[src/rtl/lfsr_sng_multi.sv]
// Shared Fibonacci LFSR feeding NCH rotation-scrambled SNG channels.
// Define LFSR_ZERO_STATE_EN to splice the all-zero state into the cycle.
module lfsr_sng_multi #(
    parameter int                 WIDTH        = 8,
    parameter logic [WIDTH-1:0]   TAPS         = WIDTH'('h8E),
    parameter int                 NCH          = 4,
    parameter int                 ROT_STEP     = 3,
    parameter logic [WIDTH-1:0]   DEFAULT_SEED = WIDTH'(1)
) (
    input  logic                   TRIG,
    input  logic                   RESET,
    input  logic                   EN,
    input  logic                   LOAD,
    input  logic [WIDTH-1:0]       SEED,
    input  logic [WIDTH-1:0]       X,
    output logic [WIDTH-1:0]       STATE,
    output logic [NCH*WIDTH-1:0]   RND,
    output logic [NCH-1:0]         SBIT,
    output logic [WIDTH-1:0]       CNT,
    output logic                   WRAP
);

    logic [WIDTH-1:0] state_q, state_d;
    logic [WIDTH-1:0] start_q, start_d;
    logic [WIDTH-1:0] cnt_q, cnt_d;
    logic             wrap_q, wrap_d;
    logic [NCH-1:0]   sbit_q, sbit_d;

    logic [WIDTH-1:0] seed_v;
    logic [WIDTH-1:0] step_v;
    logic             fb;
    logic [WIDTH-1:0] rnd_w [NCH];

    for (genvar k = 0; k < NCH; k++) begin : g_rot
        localparam int R = (k * ROT_STEP) % WIDTH;
        if (R == 0) begin : g_id
            assign rnd_w[k] = state_q;
        end else begin : g_rl
            assign rnd_w[k] = {state_q[WIDTH-1-R:0], state_q[WIDTH-1:WIDTH-R]};
        end
        assign RND[k*WIDTH +: WIDTH] = rnd_w[k];
    end

    always_comb begin
        fb = ^(state_q & TAPS);
`ifdef LFSR_ZERO_STATE_EN
        // Flipping fb when the low bits are zero splices 0 into the cycle.
        fb = fb ^ (state_q[WIDTH-2:0] == '0);
        seed_v = SEED;
`else
        seed_v = (SEED == '0) ? DEFAULT_SEED : SEED;
`endif
        step_v = {state_q[WIDTH-2:0], fb};
    end

    always_comb begin
        state_d = state_q;
        start_d = start_q;
        cnt_d   = cnt_q;
        wrap_d  = 1'b0;
        for (int k = 0; k < NCH; k++) begin
            sbit_d[k] = (rnd_w[k] < X);
        end
        if (LOAD) begin
            state_d = seed_v;
            start_d = seed_v;
            cnt_d   = '0;
            sbit_d  = '0;
        end else if (EN) begin
            state_d = step_v;
            if (step_v == start_q) begin
                wrap_d = 1'b1;
                cnt_d  = '0;
            end else begin
                cnt_d = cnt_q + 1'b1;
            end
        end
    end

    always_ff @(posedge TRIG) begin
        if (RESET) begin
            state_q <= seed_v;
            start_q <= seed_v;
            cnt_q   <= '0;
            wrap_q  <= 1'b0;
            sbit_q  <= '0;
        end else begin
            state_q <= state_d;
            start_q <= start_d;
            cnt_q   <= cnt_d;
            wrap_q  <= wrap_d;
            sbit_q  <= sbit_d;
        end
    end

    assign STATE = state_q;
    assign CNT   = cnt_q;
    assign WRAP  = wrap_q;
    assign SBIT  = sbit_q;

endmodule
[config.mk]
export PLATFORM = sky130hd
export DESIGN_NAME = lfsr_sng_multi
export DESIGN_NICKNAME = d
export VERILOG_FILES = /design/src/rtl/lfsr_sng_multi.sv
export SDC_FILE = /design/constraint.sdc
export NUM_CORES = 1
export LEC_CHECK = 0
export ABC_CLOCK_PERIOD_IN_PS = 4700
export BUFFER_PORTS_ARGS = -buffer_cell sky130_fd_sc_hd__buf_2
export CAP_MARGIN = 15
export CORE_MARGIN = 2
export CORE_UTILIZATION = 56
export CTS_BUF_LIST = sky130_fd_sc_hd__clkbuf_8
export DETAILED_ROUTE_END_ITERATION = 8
export PLACE_DENSITY = 0.84
export SLEW_MARGIN = 15
export SYNTH_ARGS = -nofsm -noshare
export SYNTH_HDL_FRONTEND = slang
export SYNTH_SLANG_ARGS = --single-unit
[constraint.sdc]
create_clock -name TRIG -period 4.7 [get_ports TRIG]
set_clock_uncertainty 0.1 [all_clocks]
set_input_delay 0.94 -clock TRIG [delete_from_list [all_inputs] [get_ports TRIG]]
set_output_delay 0.94 -clock TRIG [all_outputs]
set_load 0.02 [all_outputs]
==> run metrics, run 1 <==
status=finished, final reports clean; setup violators final=0; period utilisation layout=47.70%; worst slew pin tran=0.6714 ns; initial antenna violation count=0; Reg clk slew, reported paths=0.06 ns; Critical Path Sink Type=register; FP Rows=22; vias in the first global route=1415; Slowest-stage cell, CP=edfxtp_1; FF+latch count, synth=29; CP max FO=12; RSZ-0062 raised after global routing=no; GRT Util Overall=19.67%; nets=301; Die ar.=0.004195 sq mm; largest net degree at the start of global routing=21; Post-CTS Setup Bufs=0; synth warn=0; DIE HEIGHT=64.77 um; post-route setup TNS=0 ns; Cells after DPL=293; initial core utilization=57.36%; commonest cells after routing, fill and taps aside=buf_2 (72), ha_1 (29), nand2_1 (28); Iteration-0 DRC Markers=46; RePlAce Congestion=0.7990; I/O pins=73; Worst setup SP type=register; WP data required=4.74 ns; gr ovfl total=0; post-detailed-route count of antenna-violating nets=0; cts hold-fix bufs=0; Syn Std Cell Area=0.002068 sq mm; H-tree depth=2; Max VDD drop=0.2442 mV; Post-CTS Resized=0; first-pass GRT wire length=6.375 mm; fillers=298; Die W=64.77 um; Pleak=0.001147 uW; share of cells above drive strength 1=32.41%; core footprint=0.003606 sq mm; clock buffer depth=2; Area Overhead vs Synth=11.19%; critical path cell sequence=xnor2_1 > xor3_2 > o41ai_4 > nor2_1; Avg WL per Cell=12.93 um; post-synthesis sequential area ratio=35.81%; HPWL Detailed=2.982 mm; fmax=446.0 MHz; Slew HR=55.19%; CTS tree=built; min-delay worst type=reg -> reg; Non-Filler Instances=301; Worst path max stage delay=0.59 ns; Avg Cell Area, Syn=9.665 sq um; via count=1548; worst skew pair latency=0.28 ns; clock root buffer=clkbuf_8; syn_nets=263; Power Dens Cells=316.9 mW/mm^2; final WL=3.891 mm; Synth cell types=26; max-slew violation count=0; Avg Vias per Cell=5.143; antenna fix cells=0; number of remaining DRC errors=0; Sink Count=29; CTS buffer count=5; Hold Vio Cnt, Final=0; min cycle time layout=2.242 ns; # port buffers=72; Worst Path Arrival=2.29 ns; Crit Path Category=reg -> reg; commonest non-fill, non-tap cell in the layout=buf_2; post-synthesis instance total=214; max_cap viols=0; drt pass-1 iters=4
cell type report:
| class | instances | area, sq um | share of cell area [%] |
|---|---|---|---|
| Clock inverter | 3 | 12.51 | 0.5441 |
| Tap cell | 48 | 60.06 | 2.612 |
| Inverter | 9 | 33.78 | 1.469 |
| Clock buffer | 5 | 68.82 | 2.992 |
| Sequential cell | 29 | 740.7 | 32.21 |
| Timing Repair Buffer | 73 | 367.9 | 16.00 |
| Multi-Input combinational cell | 134 | 1016 | 44.18 |
routing by layer:
metal / share of wire, % / track usage (%) / vias to the layer above
met5: 0 / 0 / -
met3: 4.9 / 4.340 / 7
met1: 45 / 24.03 / 711
met2: 48 / 34.15 / 47
li1: - / - / 783
met4: 1.6 / 6.649 / 0
through the flow:
stage / power [uW] / hold WS (ns) / utilization (%) / setup slack [ns] / area [sq um]
after floorplan: 512.4 / 0.4649 / - / 2.588 / 2068
after global placement: 538.1 / 0.3943 / 61.52 / 2.398 / 2218
after detailed placement: 546.1 / 0.4062 / 61.52 / 2.347 / 2218
after CTS: 736.0 / 0.4138 / 63.78 / 2.443 / 2300
after global routing: 772.6 / 0.4342 / 63.78 / 2.346 / 2300
final: 728.7 / 0.4094 / 63.78 / 2.458 / 2300
path summary, 6_finish.rpt:
kind	depth (start not counted)	end	start	slack [ns]
setup / recovery	4	CNT[7]	STATE[1]	2.46
hold reg to reg	2	CNT[1]	CNT[1]	0.41
hold / removal	2	CNT[1]	CNT[1]	0.41
setup reg to reg	4	CNT[7]	STATE[1]	2.46
state kept, by name (all words and copies together), names as in the netlist:
name     flops
STATE        8
CNT          8
start_q      8
SBIT         4
WRAP         1
cells in the mapped netlist:
cell type	number	area [sq um]
a211o_1	4	35.03
a211oi_1	4	30.03
a21o_1	5	37.54
a21oi_1	5	25.02
a31oi_1	4	25.02
buf_1	1	3.750
buf_4	32	240.2
clkbuf_1	9	33.78
dfxtp_1	13	260.3
edfxtp_1	16	480.5
ha_1	29	362.9
inv_1	9	33.78
mux2_2	1	11.26
nand2_1	28	105.1
nand2b_1	4	25.02
nand3_1	5	25.02
nand4_1	3	18.77
nor2_1	14	52.55
nor3_1	2	10.01
nor4_1	2	12.51
o311ai_0	1	8.760
o31ai_1	4	30.03
o41ai_4	1	27.53
xnor2_1	13	113.9
xor2_1	4	35.03
xor3_2	1	25.02
report_power, final:
group	internal [uW]	switching [uW]
combinational	89.7	131
clock	99.3	90.2
sequential	288	30.4
critical path, delay by kind of cell (launching register included):
kind	cells	cell delay, ns
AOI/OAI and AO/OA	1	0.53
xor gates and xnor gates	2	0.79
DFF	1	0.59
and+or+nand+nor	1	0.10
cell families after synthesis:
family | Yosys count | synth area share [%]
simple gates | 58 | 12.04
buf+inv | 51 | 15.06
fa+ha+maj | 29 | 17.54
flops | 29 | 35.81
compound gates | 28 | 10.59
xor+xnor | 18 | 8.409
mux | 1 | 0.5444
Note: power is estimated with default switching activity, not from simulation.
==> run 2: changes to the inputs <==
--- a/config.mk
+++ b/config.mk
@@ -5,14 +5,15 @@
 export SDC_FILE = /design/constraint.sdc
 export NUM_CORES = 1
 export LEC_CHECK = 0
-export ABC_CLOCK_PERIOD_IN_PS = 4700
+export ABC_AREA = 1
+export ABC_CLOCK_PERIOD_IN_PS = 2250
 export BUFFER_PORTS_ARGS = -buffer_cell sky130_fd_sc_hd__buf_2
 export CAP_MARGIN = 15
 export CORE_MARGIN = 2
-export CORE_UTILIZATION = 56
+export CORE_UTILIZATION = 53
 export CTS_BUF_LIST = sky130_fd_sc_hd__clkbuf_8
 export DETAILED_ROUTE_END_ITERATION = 8
-export PLACE_DENSITY = 0.84
+export PLACE_DENSITY = 0.79
 export SLEW_MARGIN = 15
 export SYNTH_ARGS = -nofsm -noshare
 export SYNTH_HDL_FRONTEND = slang
==> constraint.sdc (replaced) <==
create_clock -name TRIG -period 2.25 [get_ports TRIG]
set_clock_uncertainty 0.1 [all_clocks]
set_input_delay 0.45 -clock TRIG [delete_from_list [all_inputs] [get_ports TRIG]]
set_output_delay 0.45 -clock TRIG [all_outputs]
set_load 0.02 [all_outputs]
==> run 2 against run 1 <==
Routed wire length rose by 11%. Sequential cell count unchanged. Cell count grew 22%. Combinational power up 99%. Critical endpoint is now RND[23]. Largest cell class unchanged. Largest power group unchanged.
==> run metrics, run 2 <==
Reg2Reg Setup Slack=0.52 ns; commonest cells after routing, fill and taps aside=buf_2 (72), nand2_1 (57), inv_1 (34); clock root buffer=clkbuf_8; first-pass GRT wire length=6.686 mm; GRT Util Overall=19.48%; fillers=368; Iteration-0 DRC Markers=53; Reg clk slew, reported paths=0.06 ns; Worst Path Buf+Inv=1; Crit Path Category=reg -> out; post-synthesis sequential area ratio=33.75%; FF+latch count, synth=29; Clk pwr share=26.1%; HPWL Detailed=3.363 mm; period utilisation layout=78.63%; CTS tree=built; # port buffers=72; Non-Filler Instances=368; clock buffer depth=2; Comb power frac=29.4%; Max VDD drop=0.4337 mV; via count=1784; Post-synth EDFFs=16; max-slew violation count=0; CTS buffer count=5; Cells after DPL=360; vias in the first global route=1522; number of remaining DRC errors=0; sequential power share=44.5%; Synth cell types=25; most common cell in the netlist=nand2_1; Design Power=1495 uW; Critical Path Sink Type=output pin; Power Dens Cells=613.2 mW/mm^2; Yosys top cell area share=21.89%; Cell Int Power=973.2 uW; worst slew pin tran=0.5328 ns; core footprint=0.004000 sq mm; syn_nets=326; post-synthesis instance total=277; Avg Vias per Cell=4.848; Die ar.=0.004672 sq mm; pre-CTS setup slack=0.5297 ns; Area Overhead vs Synth=11.12%; Worst setup SP type=register; R2R depth=9; post-detailed-route count of antenna-violating nets=0; Hold Vio Cnt, Final=0; RePlAce Congestion=0.8072; initial core utilization=54.86%; share of cells above drive strength 1=27.04%; Synth top cells by count=nand2_1 (57), inv_1 (34), buf_4 (32), nor2_1 (31), ha_1 (29); DIE HEIGHT=68.35 um; Slew HR=64.48%; FP Rows=23; crit path from=STATE[1]; I/O pins=73; post-route setup TNS=0 ns; Avg WL per Cell=11.79 um; NetSw=522.1 uW; initial antenna violation count=0; cts hold-fix bufs=0; min cycle time layout=1.769 ns; Avg Cell Area, Syn=7.923 sq um; Sink Count=29; R2R Path Start=STATE[3]; Worst Setup Slack, final=0.4809 ns; RSZ-0062 raised after global routing=no; setup violators final=0; Worst setup endpoint=RND[23]; Worst Path Arrival=1.22 ns; synth warn=0; final WL=4.337 mm; Pleak=0.001301 uW; commonest non-fill, non-tap cell in the layout=buf_2; Async S/R FF share, synth=0%; cell family with most CP delay=flip-flops; CP max FO=14; Worst path max stage delay=0.68 ns; max_cap viols=0; dominant synthesized flop cell=edfxtp_1; nets=366; top cells by area, synth=edfxtp_1 (22%), ha_1 (17%), dfxtp_1 (12%); Slowest-stage cell, CP=edfxtp_1; H-tree depth=2; Syn Std Cell Area=0.002195 sq mm; min-delay worst type=in -> reg; drt pass-1 iters=4; critical path cell sequence=buf_2; antenna fix cells=0; largest net degree at the start of global routing=20; biggest area consumer among synthesized cells=edfxtp_1; status=finished, final reports clean; Die W=68.35 um; Critical Path Stages=1; gr ovfl total=0; Post-CTS Setup Bufs=0; Crit Reg-Reg Endpoint=CNT[0]; WP data required=1.70 ns; worst skew pair latency=0.27 ns; Post-CTS Resized=0; Sw Share=34.92%; fmax=565.3 MHz
==> run 2: final cells by class <==
cell class | count | area (sq um) | share of cell area, %
timing repair buffer | 74 | 375.4 | 15.39
multi-input combinational | 172 | 1047 | 42.94
clock inverter | 3 | 12.51 | 0.5131
inverter | 35 | 131.4 | 5.387
sequential | 29 | 740.7 | 30.37
clock buffer | 5 | 68.82 | 2.822
tap | 50 | 62.56 | 2.565
==> run 2: cell families after synthesis <==
logic type               share of synthesized area, %
XOR/XNOR                                        3.991
AND/OR/NAND/NOR                                 20.30
buffers and inverters                           18.53
adder cells (fa/ha/maj)                         16.53
flip-flops                                      33.75
AO/OA/AOI/OAI                                   6.899
==> run 2: layer usage <==
metal	global-route usage [%]	vias to the layer above	part of all wire, %
li1	-	928	-
met1	24.56	785	46
met2	33.62	67	47
met3	4.112	4	5.8
met4	5.250	0	0.65
met5	0	-	0
==> run 2: power groups by stage <==
| stage | logic, uW | registers, uW | clock network (uW) |
|---|---|---|---|
| 2_1_floorplan | 360 | 685 | 0 |
| 5_1_grt | 497 | 675 | 422 |
| 3_3_place_gp | 431 | 674 | 0 |
| 4_1_cts | 444 | 666 | 399 |
| 6_report | 440 | 665 | 390 |
| 3_5_place_dp | 443 | 677 | 0 |
==> run 2: how the worst min path moves through the flow <==
stage          startpoint    endpoint  depth (start not counted)
3_5_place_dp       CNT[1]      CNT[1]                          2
5_1_grt           SEED[4]  start_q[4]                          1
3_3_place_gp       CNT[7]      CNT[7]                          2
2_1_floorplan      CNT[1]      CNT[1]                          2
4_1_cts           SEED[6]  start_q[6]                          1
6_report          SEED[6]  start_q[6]                          1
==> run 2: per-stage QoR <==
stage	hold slack (ns)	instance area, sq um	utilization (%)
global route	0.2587	2439	60.96
detailed placement	0.4049	2357	58.93
global placement	0.4096	2357	58.93
finish	0.2702	2439	60.96
CTS	0.2639	2439	60.96
floorplan	0.4747	2195	-
